File: config.mk
export PLATFORM = sky130hd
export DESIGN_NAME = mem_port_arbiter_flat
export DESIGN_NICKNAME = d
export VERILOG_FILES = /design/src/rtl/mem_port_arbiter_if.sv /design/src/rtl/mem_port_arbiter.sv /design/src/flat_wrapper.sv
export SDC_FILE = /design/constraint.sdc
export NUM_CORES = 1
export LEC_CHECK = 0
export CELL_PAD_IN_SITES_DETAIL_PLACEMENT = 1
export CELL_PAD_IN_SITES_GLOBAL_PLACEMENT = 2
export CORE_MARGIN = 2
export CORE_UTILIZATION = 26
export CTS_CLUSTER_SIZE = 24
export DETAILED_ROUTE_END_ITERATION = 8
export PLACE_DENSITY_LB_ADDON = 0.1
export SYNTH_ARGS = -nofsm -noshare
export SYNTH_HDL_FRONTEND = slang
export SYNTH_SLANG_ARGS = --single-unit
File: constraint.sdc
create_clock -name clk -period 2.75 [get_ports clk]
set_clock_uncertainty 0.2 [all_clocks]
set_input_delay 0.55 -clock clk [delete_from_list [all_inputs] [get_ports clk]]
set_output_delay 0.55 -clock clk [all_outputs]
set_load 0.02 [all_outputs]
File: src/rtl/mem_port_arbiter_if.sv
// Handshake bundle between the fetch/data pipeline ports, the arbiter and the
// single-ported unified memory.
interface mem_port_arbiter_if #(
  parameter int AW  = 32,
  parameter int DW  = 32,
  parameter int BEW = 4
) ();
  logic           if_req;
  logic [AW-1:0]  if_addr;
  logic [DW-1:0]  if_rdata;
  logic           if_ack;

  logic           dm_req;
  logic           dm_wr;
  logic [BEW-1:0] dm_be;
  logic [AW-1:0]  dm_addr;
  logic [DW-1:0]  dm_wdata;
  logic [DW-1:0]  dm_rdata;
  logic           dm_ack;

  logic           mem_req;
  logic           mem_wr;
  logic [BEW-1:0] mem_be;
  logic [AW-1:0]  mem_addr;
  logic [DW-1:0]  mem_wdata;
  logic [DW-1:0]  mem_rdata;
  logic           mem_ack;

  logic           err;
  logic           busy;

  // Arbiter side
  modport slave (
    input  if_req, if_addr, dm_req, dm_wr, dm_be, dm_addr, dm_wdata,
           mem_rdata, mem_ack,
    output if_rdata, if_ack, dm_rdata, dm_ack,
           mem_req, mem_wr, mem_be, mem_addr, mem_wdata, err, busy
  );

  // Pipeline ports plus memory, as seen from the environment
  modport master (
    output if_req, if_addr, dm_req, dm_wr, dm_be, dm_addr, dm_wdata,
           mem_rdata, mem_ack,
    input  if_rdata, if_ack, dm_rdata, dm_ack,
           mem_req, mem_wr, mem_be, mem_addr, mem_wdata, err, busy
  );
endinterface

File: src/rtl/mem_port_arbiter.sv
// Round-robin arbiter sharing one single-ported memory between the fetch and
// data ports; one transaction in flight, timeout abort for hung accesses.
//
// state     | meaning
// ----------+-----------------------------------------------------------
// ST_IDLE   | no transaction; pick an eligible port and launch mem_req
// ST_BUSY_I | fetch read in flight, waiting for mem_ack or timeout
// ST_BUSY_D | data read/write in flight, waiting for mem_ack or timeout
module mem_port_arbiter #(
  parameter int AW      = 32,
  parameter int DW      = 32,
  parameter int BEW     = 4,
  parameter int TIMEOUT = 255
) (
  input logic               clk,
  input logic               rst_n,
  mem_port_arbiter_if.slave bus
);

  localparam logic [1:0] ST_IDLE   = 2'd0;
  localparam logic [1:0] ST_BUSY_I = 2'd1;
  localparam logic [1:0] ST_BUSY_D = 2'd2;

  localparam int            CW       = (TIMEOUT < 2) ? 1 : $clog2(TIMEOUT + 1);
  localparam logic [CW-1:0] CNT_LAST = CW'(TIMEOUT - 1);
  localparam logic [CW-1:0] CNT_MAX  = {CW{1'b1}};
  localparam logic [CW-1:0] CNT_ONE  = CW'(1);

  logic [1:0]     state_q, state_d;
  logic [CW-1:0]  cnt_q, cnt_d;
  logic           rr_dm_q, rr_dm_d;
  logic           mem_req_q, mem_req_d;
  logic           mem_wr_q, mem_wr_d;
  logic [BEW-1:0] mem_be_q, mem_be_d;
  logic [AW-1:0]  mem_addr_q, mem_addr_d;
  logic [DW-1:0]  mem_wdata_q, mem_wdata_d;
  logic [DW-1:0]  if_rdata_q, if_rdata_d;
  logic [DW-1:0]  dm_rdata_q, dm_rdata_d;
  logic           if_ack_q, if_ack_d;
  logic           dm_ack_q, dm_ack_d;
  logic           err_q, err_d;
  logic           busy_q, busy_d;

  logic           if_elig;
  logic           dm_elig;
  logic           timeout_hit;

  always_comb begin
    state_d     = state_q;
    cnt_d       = cnt_q;
    rr_dm_d     = rr_dm_q;
    mem_req_d   = mem_req_q;
    mem_wr_d    = mem_wr_q;
    mem_be_d    = mem_be_q;
    mem_addr_d  = mem_addr_q;
    mem_wdata_d = mem_wdata_q;
    if_rdata_d  = if_rdata_q;
    dm_rdata_d  = dm_rdata_q;
    if_ack_d    = 1'b0;
    dm_ack_d    = 1'b0;
    err_d       = 1'b0;

    // A port whose ack is showing this cycle is still holding its old request.
    if_elig     = bus.if_req & ~if_ack_q;
    dm_elig     = bus.dm_req & ~dm_ack_q;
    // cnt_q counts completed wait cycles, so LAST marks the TIMEOUT-th BUSY cycle
    timeout_hit = (TIMEOUT != 0) && (cnt_q == CNT_LAST);

    case (state_q)
      ST_IDLE: begin
        if (dm_elig && (!if_elig || rr_dm_q)) begin
          state_d     = ST_BUSY_D;
          cnt_d       = '0;
          mem_req_d   = 1'b1;
          mem_wr_d    = bus.dm_wr;
          mem_be_d    = bus.dm_be;
          mem_addr_d  = bus.dm_addr;
          mem_wdata_d = bus.dm_wdata;
        end else if (if_elig) begin
          state_d     = ST_BUSY_I;
          cnt_d       = '0;
          mem_req_d   = 1'b1;
          mem_wr_d    = 1'b0;
          mem_be_d    = '1;
          mem_addr_d  = bus.if_addr;
          mem_wdata_d = '0;
        end
      end

      ST_BUSY_I, ST_BUSY_D: begin
        if (bus.mem_ack || timeout_hit) begin
          state_d   = ST_IDLE;
          mem_req_d = 1'b0;
          rr_dm_d   = (state_q == ST_BUSY_I);
          err_d     = ~bus.mem_ack;
          if (state_q == ST_BUSY_I) begin
            if_ack_d   = 1'b1;
            if_rdata_d = bus.mem_ack ? bus.mem_rdata : '0;
          end else begin
            dm_ack_d = 1'b1;
            if (!bus.mem_ack)
              dm_rdata_d = '0;
            else if (!mem_wr_q)
              dm_rdata_d = bus.mem_rdata;
          end
        end else if (cnt_q != CNT_MAX) begin
          cnt_d = cnt_q + CNT_ONE;
        end
      end

      default: begin
        state_d   = ST_IDLE;
        mem_req_d = 1'b0;
      end
    endcase

    busy_d = (state_d != ST_IDLE);
  end

  always_ff @(posedge clk or negedge rst_n) begin
    if (!rst_n) begin
      state_q     <= ST_IDLE;
      cnt_q       <= '0;
      rr_dm_q     <= 1'b1;
      mem_req_q   <= 1'b0;
      mem_wr_q    <= 1'b0;
      mem_be_q    <= '0;
      mem_addr_q  <= '0;
      mem_wdata_q <= '0;
      if_rdata_q  <= '0;
      dm_rdata_q  <= '0;
      if_ack_q    <= 1'b0;
      dm_ack_q    <= 1'b0;
      err_q       <= 1'b0;
      busy_q      <= 1'b0;
    end else begin
      state_q     <= state_d;
      cnt_q       <= cnt_d;
      rr_dm_q     <= rr_dm_d;
      mem_req_q   <= mem_req_d;
      mem_wr_q    <= mem_wr_d;
      mem_be_q    <= mem_be_d;
      mem_addr_q  <= mem_addr_d;
      mem_wdata_q <= mem_wdata_d;
      if_rdata_q  <= if_rdata_d;
      dm_rdata_q  <= dm_rdata_d;
      if_ack_q    <= if_ack_d;
      dm_ack_q    <= dm_ack_d;
      err_q       <= err_d;
      busy_q      <= busy_d;
    end
  end

  assign bus.mem_req   = mem_req_q;
  assign bus.mem_wr    = mem_wr_q;
  assign bus.mem_be    = mem_be_q;
  assign bus.mem_addr  = mem_addr_q;
  assign bus.mem_wdata = mem_wdata_q;
  assign bus.if_rdata  = if_rdata_q;
  assign bus.dm_rdata  = dm_rdata_q;
  assign bus.if_ack    = if_ack_q;
  assign bus.dm_ack    = dm_ack_q;
  assign bus.err       = err_q;
  assign bus.busy      = busy_q;

endmodule
File: src/flat_wrapper.sv
// flat-port wrapper written by rule: the top's interface ports become plain ports
module mem_port_arbiter_flat 
#(
  parameter int AW      = 32,
  parameter int DW      = 32,
  parameter int BEW     = 4,
  parameter int TIMEOUT = 255
)
  (clk, rst_n, bus_if_req, bus_if_addr, bus_dm_req, bus_dm_wr, bus_dm_be, bus_dm_addr, bus_dm_wdata, bus_mem_rdata, bus_mem_ack, bus_if_rdata, bus_if_ack, bus_dm_rdata, bus_dm_ack, bus_mem_req, bus_mem_wr, bus_mem_be, bus_mem_addr, bus_mem_wdata, bus_err, bus_busy);
  mem_port_arbiter_if #(.AW(AW), .DW(DW), .BEW(BEW)) bus_i ();
  input logic clk;
  input logic rst_n;
  input wire logic [$bits(bus_i.if_req)-1:0] bus_if_req;
  input wire logic [$bits(bus_i.if_addr)-1:0] bus_if_addr;
  input wire logic [$bits(bus_i.dm_req)-1:0] bus_dm_req;
  input wire logic [$bits(bus_i.dm_wr)-1:0] bus_dm_wr;
  input wire logic [$bits(bus_i.dm_be)-1:0] bus_dm_be;
  input wire logic [$bits(bus_i.dm_addr)-1:0] bus_dm_addr;
  input wire logic [$bits(bus_i.dm_wdata)-1:0] bus_dm_wdata;
  input wire logic [$bits(bus_i.mem_rdata)-1:0] bus_mem_rdata;
  input wire logic [$bits(bus_i.mem_ack)-1:0] bus_mem_ack;
  output wire logic [$bits(bus_i.if_rdata)-1:0] bus_if_rdata;
  output wire logic [$bits(bus_i.if_ack)-1:0] bus_if_ack;
  output wire logic [$bits(bus_i.dm_rdata)-1:0] bus_dm_rdata;
  output wire logic [$bits(bus_i.dm_ack)-1:0] bus_dm_ack;
  output wire logic [$bits(bus_i.mem_req)-1:0] bus_mem_req;
  output wire logic [$bits(bus_i.mem_wr)-1:0] bus_mem_wr;
  output wire logic [$bits(bus_i.mem_be)-1:0] bus_mem_be;
  output wire logic [$bits(bus_i.mem_addr)-1:0] bus_mem_addr;
  output wire logic [$bits(bus_i.mem_wdata)-1:0] bus_mem_wdata;
  output wire logic [$bits(bus_i.err)-1:0] bus_err;
  output wire logic [$bits(bus_i.busy)-1:0] bus_busy;
  assign bus_i.if_req = bus_if_req;
  assign bus_i.if_addr = bus_if_addr;
  assign bus_i.dm_req = bus_dm_req;
  assign bus_i.dm_wr = bus_dm_wr;
  assign bus_i.dm_be = bus_dm_be;
  assign bus_i.dm_addr = bus_dm_addr;
  assign bus_i.dm_wdata = bus_dm_wdata;
  assign bus_i.mem_rdata = bus_mem_rdata;
  assign bus_i.mem_ack = bus_mem_ack;
  assign bus_if_rdata = bus_i.if_rdata;
  assign bus_if_ack = bus_i.if_ack;
  assign bus_dm_rdata = bus_i.dm_rdata;
  assign bus_dm_ack = bus_i.dm_ack;
  assign bus_mem_req = bus_i.mem_req;
  assign bus_mem_wr = bus_i.mem_wr;
  assign bus_mem_be = bus_i.mem_be;
  assign bus_mem_addr = bus_i.mem_addr;
  assign bus_mem_wdata = bus_i.mem_wdata;
  assign bus_err = bus_i.err;
  assign bus_busy = bus_i.busy;
  mem_port_arbiter #(.AW(AW), .DW(DW), .BEW(BEW), .TIMEOUT(TIMEOUT)) u_core (.clk(clk), .rst_n(rst_n), .bus(bus_i));
endmodule
==> results of run 1 <==
-- what timing repair did --
item                      CTS  global route
hold buffers                1             0
hold endpoints to repair   37             0
setup buffers               0             0
-- cells by family after synthesis --
kind of cell    share of synthesized area
compound gates                      0.218
flops                               0.611
simple gates                       0.0596
buf+inv                            0.0404
mux                                0.0584
fa+ha+maj                          0.0123
-- per-layer routing --
layer | vias up | wire, microns | global-route usage
met2 | 185 | 10600 | 0.292
met3 | 18 | 1830 | 0.0752
li1 | 2360 | - | -
met5 | - | 0 | 0
met4 | 0 | 254 | 0.0532
met1 | 2587 | 8690 | 0.206
-- flip-flops by register name, summed over array words and instances (netlist names) --
register,flops
u_core.bus.mem_addr,32
u_core.bus.err,1
u_core.bus.mem_be,4
u_core.bus.busy,1
u_core.bus.mem_wdata,32
u_core.bus.mem_req,1
u_core.bus.mem_wr,1
u_core.bus.if_ack,1
u_core.bus.dm_ack,1
u_core.state_q,2
u_core.cnt_q,8
u_core.bus.if_rdata,32
u_core.rr_dm_q,1
u_core.bus.dm_rdata,32
-- power breakdown --
group / switching [mW] / leakage (nW) / internal, mW
clock network: 1.12 / 0.286 / 1.22
registers: 0.604 / 1.88 / 3.21
logic: 3.18 / 1.91 / 2.89
-- cell type report --
class / count / area share
flip-flops and latches: 149 / 0.378
repair buffers: 292 / 0.301
multi-input cells: 280 / 0.217
clock buffers: 17 / 0.0432
well taps: 319 / 0.0405
clock inverters: 15 / 0.0159
inverters: 9 / 0.00343
diodes: 1 / 0.000254
-- through the flow --
| stage | util | total power, mW |
|---|---|---|
| 2_1_floorplan | - | 6.89 |
| 5_1_grt | 0.424 | 12.9 |
| 4_1_cts | 0.424 | 12.4 |
| 3_3_place_gp | 0.398 | 9.87 |
| 6_report | 0.424 | 12.2 |
| 3_5_place_dp | 0.398 | 10.0 |
-- path summary, 6_finish.rpt --
path                                              start                      end  slack [ps]  cells past startpoint
worst max-delay path                  u_core.state_q[0]          u_core.bus.busy         440                      6
worst min-delay path            u_core.bus.mem_addr[14]  u_core.bus.mem_addr[14]         290                      2
worst max register to register        u_core.state_q[0]          u_core.bus.busy         440                      6
worst min register to register  u_core.bus.mem_addr[14]  u_core.bus.mem_addr[14]         290                      2
max in group asynchronous                         rst_n  u_core.bus.mem_wdata[0]        1260                      3
min in group asynchronous                         rst_n   u_core.bus.if_rdata[8]         390                      2
-- cell usage in the layout (no fill, tap or decap), drive strengths merged, types with 2 or more instances in the layout --
master and instances:
clkinv 3, o31ai 2, nand2b 5, clkdlybuf4s50 273, buf 18, inv 20
dfrtp 148, o22a 5, o21a 3, nand2 39, clkbuf 17, mux2 2
nor3 2, ha 6, o21ai 37, nand3 10, a22o 36, a21oi 3
a32o 61, a31oi 8, nor2 11, mux2i 33, nor2b 3
-- tightest hold or removal path: cells and delay by family, from the launching register on --
| family | cells | cell delay, ps |
|---|---|---|
| DFF | 1 | 350 |
| AOI/OAI and AO/OA | 1 | 60 |
| and+or+nand+nor | 1 | 50 |
==> results.sh, run 1 <==
export IMPL_status="complete, no violations"
export IMPL_areaGrowthSynthToFinish_pct=61.5
export IMPL_syn_area_per_cell_sq_um=12.8
export IMPL_vias=5150
export IMPL_grt_total_usage=0.176
export IMPL_hpwl_microns=15400
export IMPL_clk_pin_slew_ps=70
export IMPL_place_ws_ps=297
export IMPL_cp_buffers_inverters=1
export IMPL_die_width_microns=157
export IMPL_syn_area_sq_um=6100
export IMPL_ys_ff_latch=149
export IMPL_synth_most_common_cell="dfrtp_1"
export IMPL_syn_inst=477
export IMPL_critPathMaxFanout=12
export IMPL_routed_via_density=4.76
export IMPL_ir_drop_v=0.000425
export IMPL_cp_slowest_stage_delay_ps=560
export IMPL_rsz0062_at_grt="false"
export IMPL_fillers=2477
export IMPL_hold_viol_final=0
export IMPL_worst_pin_slew_ps=657
export IMPL_drt_wl_total_microns=21400
export IMPL_finalSetupViolCount=0
export IMPL_crit_family="adder cells"
export IMPL_clockBufferDepth=2
export IMPL_synthArstFlopShare=1.00
export IMPL_pin_count=276
export IMPL_wl_per_cell_microns=19.7
export IMPL_initial_utilization=0.262
export IMPL_hp_class="reg2reg"
export IMPL_drv_slew=0
export IMPL_grt_overflow_total=0
export IMPL_design_area_sq_um=9860
export IMPL_dieHeight_microns=157
export IMPL_place_gp_congestion=0.774
export IMPL_grt_max_degree=63
export IMPL_yosysUniqueCellTypes=47
export IMPL_antenna_found_initial=1
export IMPL_register_area_sq_um=3730
export IMPL_critPathArrivalTime_ps=2420
export IMPL_ctsHtreeMaxLevel=4
export IMPL_clockRootBuffer="clkbuf_16"
export IMPL_total_leakage_power_nw=4.08
export IMPL_drtAntennaViolNets=0
export IMPL_hold_ws_ps=286
export IMPL_final_nets=893
export IMPL_ys_flop_type="dfrtp_1"
export IMPL_synth_warnings=0
export IMPL_placed_cells=1048
export IMPL_cts_tree="done"
export IMPL_drtPass1Iterations=4
export IMPL_port_buffers=275
export IMPL_fin_crit_sh=0.840
export IMPL_grt_pass1_wl_microns=33000
export IMPL_synth_area_leaders="dfrtp_1 (61%), a32o_1 (10%), mux2i_1 (5.4%)"
export IMPL_worstSkewPairLatency_ps=430
export IMPL_synth_edff_count=0
export IMPL_grt_pass1_vias=5832
export IMPL_drc=0
export IMPL_yosysTopAreaCell="dfrtp_1"
export IMPL_power_density_nw_per_um2=1240
export IMPL_crit_slowest_cell="ha_1"
export IMPL_max_slew_margin=0.562
export IMPL_worstSetupStartpointType="flop"
export IMPL_core_sq_um=23300
export IMPL_worst_slack_ps=440
export IMPL_max_freq_mhz=433
export IMPL_min_period_ps=2310
export IMPL_worstSetupPathType="reg2reg"
export IMPL_cap_viol_max_count=0
export IMPL_path_cells="inv_1 -> ha_1 -> nor2b_1 -> o21a_1 -> nor2_1 -> a311oi_1"
export IMPL_dieArea_sq_um=24700
export IMPL_rows=56
export IMPL_post_cts_resized=0
export IMPL_critPathRequiredTime_ps=2860
export IMPL_end_kind="flop"
export IMPL_clkSinkCount=149
export IMPL_synth_top_cells_by_count="dfrtp_1 (148), a32o_1 (61), nand2_1 (39)"
export IMPL_cts_buffers=17
export IMPL_seq_area_frac_synth=0.611
export IMPL_place_area_sq_um=9260
export IMPL_multi_input_area_sq_um=2140
export IMPL_drive_above_1_share=0.0840
export IMPL_finalSetupTns_ps=0
export IMPL_syn_num_nets=621
export IMPL_fin_cells=1082
export IMPL_synth_top_area_share=0.607
export IMPL_drtIter0Drc=194
No activity file was read; power rests on OpenSTA's default activity.
==> run 2, diff against run 1 <==
--- a/config.mk
+++ b/config.mk
@@ -8,7 +8,7 @@
 export CELL_PAD_IN_SITES_DETAIL_PLACEMENT = 1
 export CELL_PAD_IN_SITES_GLOBAL_PLACEMENT = 2
 export CORE_MARGIN = 2
-export CORE_UTILIZATION = 26
+export CORE_UTILIZATION = 23
 export CTS_CLUSTER_SIZE = 24
 export DETAILED_ROUTE_END_ITERATION = 8
 export PLACE_DENSITY_LB_ADDON = 0.1
==> constraint.sdc (replaced) <==
create_clock -name clk -period 1.9 [get_ports clk]
set_clock_uncertainty 0.2 [all_clocks]
set_input_delay 0.38 -clock clk [delete_from_list [all_inputs] [get_ports clk]]
set_output_delay 0.38 -clock clk [all_outputs]
set_load 0.02 [all_outputs]
==> results.sh, run 2 (synthesis gave the netlist of run 1 again) <==
export IMPL_final_cell_mix="dfrtp_1 (148), dlygate4sd2_1 (136), clkdlybuf4s50_1 (135), a32o_1 (61)"
export IMPL_cts_tree="done"
export IMPL_ff2ff_path_depth=8
export IMPL_fin_crit_sh=1.08
export IMPL_cap_viol_max_count=0
export IMPL_place_gp_congestion=0.752
export IMPL_hold_viol_final=0
export IMPL_routed_via_density=4.65
export IMPL_grt_pass1_vias=5978
export IMPL_rows=59
export IMPL_critPathMaxFanout=16
export IMPL_drtAntennaViolNets=0
export IMPL_drt_wl_total_microns=22200
export IMPL_min_period_ps=2050
export IMPL_hp_class="reg2reg"
export IMPL_core_sq_um=26100
export IMPL_clkSinkCount=149
export IMPL_dieArea_sq_um=27900
export IMPL_hpwl_microns=15800
export IMPL_worst_pin_slew_ps=522
export IMPL_rsz0062_at_grt="true"
export IMPL_worstSkewPairLatency_ps=410
export IMPL_port_buffers=275
export IMPL_end_kind="flop"
export IMPL_clockRootBuffer="clkbuf_16"
export IMPL_clockBufferDepth=2
export IMPL_critPathRequiredTime_ps=2000
export IMPL_grt_overflow_total=0
export IMPL_max_freq_mhz=489
export IMPL_grt_total_usage=0.158
export IMPL_drtIter0Drc=242
export IMPL_worstSetupPathType="reg2reg"
export IMPL_drc=0
export IMPL_die_width_microns=167
export IMPL_power_total_mw=17.4
export IMPL_antenna_found_initial=2
export IMPL_power_density_nw_per_um2=1690
export IMPL_ir_drop_v=0.000663
export IMPL_violations="setup timing"
export IMPL_register_area_sq_um=3730
export IMPL_status="finished with violations"
export IMPL_worstSetupStartpointType="flop"
export IMPL_layout_commonest_cell="dfrtp_1"
export IMPL_wl_per_cell_microns=19.4
export IMPL_drv_slew=0
export IMPL_cts_buffers=17
export IMPL_max_slew_margin=0.652
export IMPL_clk_pin_slew_ps=70
export IMPL_worst_slack_ps=-147
export IMPL_initial_utilization=0.234
export IMPL_place_ws_ps=-314
export IMPL_drive_above_1_share=0.151
export IMPL_fillers=2820
export IMPL_multi_input_area_sq_um=2260
export IMPL_critPathArrivalTime_ps=2150
export IMPL_finalSetupViolCount=37
export IMPL_dieHeight_microns=167
export IMPL_final_nets=937
export IMPL_vias=5314
export IMPL_ctsHtreeMaxLevel=4
export IMPL_areaGrowthSynthToFinish_pct=68.7
export IMPL_grt_max_degree=45
export IMPL_total_leakage_power_nw=4.73
export IMPL_holdPathStages=2
export IMPL_pin_count=276
export IMPL_grt_pass1_wl_microns=34500
export IMPL_drtPass1Iterations=4
-- run 2: what timing repair did --
action | in CTS | in global routing
pin swaps | 13 | 25
hold buffers | 1 | 0
cloned | 3 | 2
gates resized for setup | 156 | 16
setup endpoints to repair | 210 | 81
hold endpoints to repair | 36 | 0
buffers inserted | 7 | 1
-- run 2: path summary, 6_finish.rpt --
| check | from | end | slack [ps] |
|---|---|---|---|
| worst max-delay path | u_core.cnt_q[0] | u_core.bus.dm_rdata[29] | -150 |
| worst min-delay path | u_core.bus.mem_addr[25] | u_core.bus.mem_addr[25] | 280 |
| worst max register to register | u_core.cnt_q[0] | u_core.bus.dm_rdata[29] | -150 |
| worst min register to register | u_core.bus.mem_addr[25] | u_core.bus.mem_addr[25] | 280 |
| max in group asynchronous | rst_n | u_core.bus.mem_wdata[24] | 640 |
| min in group asynchronous | rst_n | u_core.bus.if_rdata[26] | 290 |
-- run 2: final cells by class --
class,count,share of cell area
diodes,1,0.000243
clock buffers,18,0.0426
clock inverters,14,0.0148
inverters,9,0.00328
multi-input cells,280,0.219
flip-flops and latches,149,0.362
well taps,335,0.0407
repair buffers,336,0.317
-- run 2: per-stage QoR --
step	hold WS, ps	instance area, sq um	std cells	setup TNS [ps]	util
floorplan	-116	6100	477	0	-
global placement	179	9610	1097	-20880	0.369
detailed placement	181	9610	1097	-24730	0.369
CTS	286	10200	1140	-3280	0.392
global route	297	10300	1141	-8590	0.395
finish	279	10300	1142	-3790	0.395
-- run 2: per-layer routing --
metal / global-route usage / share of wire / up-vias
li1: - / - / 2462
met4: 0.0345 / 0.0072 / 2
met2: 0.264 / 0.48 / 193
met5: 0 / 0.00059 / -
met1: 0.189 / 0.41 / 2644
met3: 0.0694 / 0.096 / 13
-- run 2: critical path, stage by stage (launching register included) --
cell and delay, ps:
dfrtp_1 400, inv_2 80, ha_4 130, nand4_1 140, buf_4 190, o31ai_4 210
nand3_4 160, buf_12 190, a22o_1 230
-- run 2: report_power, final --
part	leakage, nW	total (mW)	switching, mW	internal (mW)
registers	1.88	5.44	0.802	4.64
clock network	0.294	3.37	1.57	1.81
logic	2.56	8.62	4.84	3.78
total	4.73	17.4	7.21	10.2
==> run 3, diff against run 2 <==
--- a/config.mk
+++ b/config.mk
@@ -7,7 +7,7 @@
 export LEC_CHECK = 0
 export CELL_PAD_IN_SITES_DETAIL_PLACEMENT = 1
 export CELL_PAD_IN_SITES_GLOBAL_PLACEMENT = 2
-export CORE_MARGIN = 2
+export CORE_MARGIN = 4
 export CORE_UTILIZATION = 23
 export CTS_CLUSTER_SIZE = 24
 export DETAILED_ROUTE_END_ITERATION = 8
==> results.sh, run 3 (synthesis gave the netlist of run 1 again) <==
export IMPL_status="finished with violations"
export IMPL_violations="setup timing"
export IMPL_grt_overflow_total=0
export IMPL_die_width_microns=171
export IMPL_worstSkewPairLatency_ps=410
export IMPL_met1_length_microns=9220
export IMPL_rows=59
export IMPL_total_leakage_power_nw=4.58
export IMPL_layout_commonest_cell="dfrtp_1"
export IMPL_wl_per_cell_microns=19.5
export IMPL_cts_buffers=17
export IMPL_hp_class="in2async"
export IMPL_max_freq_mhz=521
export IMPL_worst_slack_ps=-18.5
export IMPL_clk_pin_slew_ps=70
export IMPL_clockRootBuffer="clkbuf_16"
export IMPL_min_period_ps=1920
export IMPL_worstSetupPathType="reg2reg"
export IMPL_hpwl_microns=16000
export IMPL_power_density_nw_per_um2=1710
export IMPL_cap_viol_max_count=0
export IMPL_drive_above_1_share=0.122
export IMPL_port_buffers=275
export IMPL_critPathRequiredTime_ps=2000
export IMPL_final_util=0.383
export IMPL_drv_slew=0
export IMPL_wl_met3_microns=2020
export IMPL_ir_drop_v=0.000774
export IMPL_crit_slowest_cell="dfrtp_1"
export IMPL_drtIter0Drc=163
export IMPL_highest_layer="met5"
export IMPL_clkSinkCount=149
export IMPL_antenna_found_initial=1
export IMPL_drtPass1Iterations=4
export IMPL_worst_pin_slew_ps=671
export IMPL_critPathMaxFanout=17
export IMPL_grt_max_degree=69
export IMPL_dr_wl_met2_microns=10300
export IMPL_hold_viol_final=0
export IMPL_grt_total_usage=0.149
export IMPL_final_cell_mix="dfrtp_1 (148), dlygate4sd2_1 (138), clkdlybuf4s50_1 (135), a32o_1 (61), nand2_1 (39)"
export IMPL_fin_crit_sh=1.01
export IMPL_core_sq_um=26100
export IMPL_cp_buffers_inverters=2
export IMPL_power_total_mw=17.0
export IMPL_cp_slowest_stage_delay_ps=400
export IMPL_grt_pass1_vias=5982
export IMPL_crit_family="simple AND/OR/NAND/NOR gates"
export IMPL_drt_wl_total_microns=22000
export IMPL_max_slew_margin=0.552
export IMPL_worstSetupStartpointType="flop"
export IMPL_dieArea_sq_um=29200
export IMPL_grt_pass1_wl_microns=34200
export IMPL_path_cells="inv_2 -> ha_4 -> nand4_1 -> nor2_1 -> o21ai_2 -> buf_12 -> a32o_1"
export IMPL_drc=0
export IMPL_end_kind="flop"
export IMPL_final_nets=920
export IMPL_vias=5177
export IMPL_critPathArrivalTime_ps=2010
export IMPL_initial_utilization=0.234
export IMPL_ctsHtreeMaxLevel=4
export IMPL_rsz0062_at_grt="true"
export IMPL_areaGrowthSynthToFinish_pct=63.5
export IMPL_dieHeight_microns=171
export IMPL_routed_via_density=4.61
export IMPL_cts_tree="done"
export IMPL_drtAntennaViolNets=0
export IMPL_clockBufferDepth=2
export IMPL_pin_count=276
export IMPL_fillers=2824
export IMPL_finalSetupViolCount=19
export IMPL_place_gp_congestion=0.772
==> run 3: layout make-up <==
cell class                      instances  area (sq um)  share of cell area
Antenna cell                            1          2.50            0.000251
Timing Repair Buffer                  319          3050               0.305
Sequential cell                       149          3730               0.374
Inverter                                9          33.8             0.00339
Clock inverter                         14           143              0.0143
Multi-Input combinational cell        280          2180               0.218
Clock buffer                           17           425              0.0426
Tap cell                              335           419              0.0420
==> run 3: where the power goes <==
part / internal, mW / total, mW / switching, mW
Sequential: 4.64 / 5.48 / 0.835
Clock: 1.84 / 3.31 / 1.47
Combinational: 3.55 / 8.24 / 4.69
Total: 10.0 / 17.0 / 6.99
==> run 3: final timing paths <==
check | from | end | slack [ps] | depth (start not counted)
worst max register to register | u_core.cnt_q[0] | u_core.bus.if_rdata[27] | -20 | 7
worst max-delay path | u_core.cnt_q[0] | u_core.bus.if_rdata[27] | -20 | 7
worst min register to register | u_core.bus.mem_addr[4] | u_core.bus.mem_addr[4] | 280 | 2
worst min-delay path | rst_n | u_core.cnt_q[3] | 250 | 2
max in group asynchronous | rst_n | u_core.rr_dm_q | 660 | 3
min in group clk | u_core.bus.mem_addr[4] | u_core.bus.mem_addr[4] | 280 | 2
==> run 3: through the flow <==
step,setup slack (ps),cells,area (sq um),setup TNS (ps),hold slack [ps]
5_1_grt,-120,1123,9980,-6090,254
2_1_floorplan,5.52,477,6100,0,-116
6_report,-18.5,1124,9980,-119,246
4_1_cts,-27.2,1123,9960,-407,245
3_3_place_gp,-279,1091,9540,-19010,115
3_5_place_dp,-289,1091,9540,-20560,117
==> run 3: per-layer routing <==
layer,track usage,vias to the layer above
met5,0,-
met4,0.0379,2
met3,0.0663,20
met2,0.243,193
met1,0.182,2549
li1,-,2413
==> run 3: what timing repair did <==
action / 4_1_cts / 5_1_grt
hold buffers: 1 / 0
gates resized for setup: 143 / 5
buffers inserted: 0 / 0
endpoints found under the hold margin: 29 / 0
endpoints found under the setup margin: 209 / 79
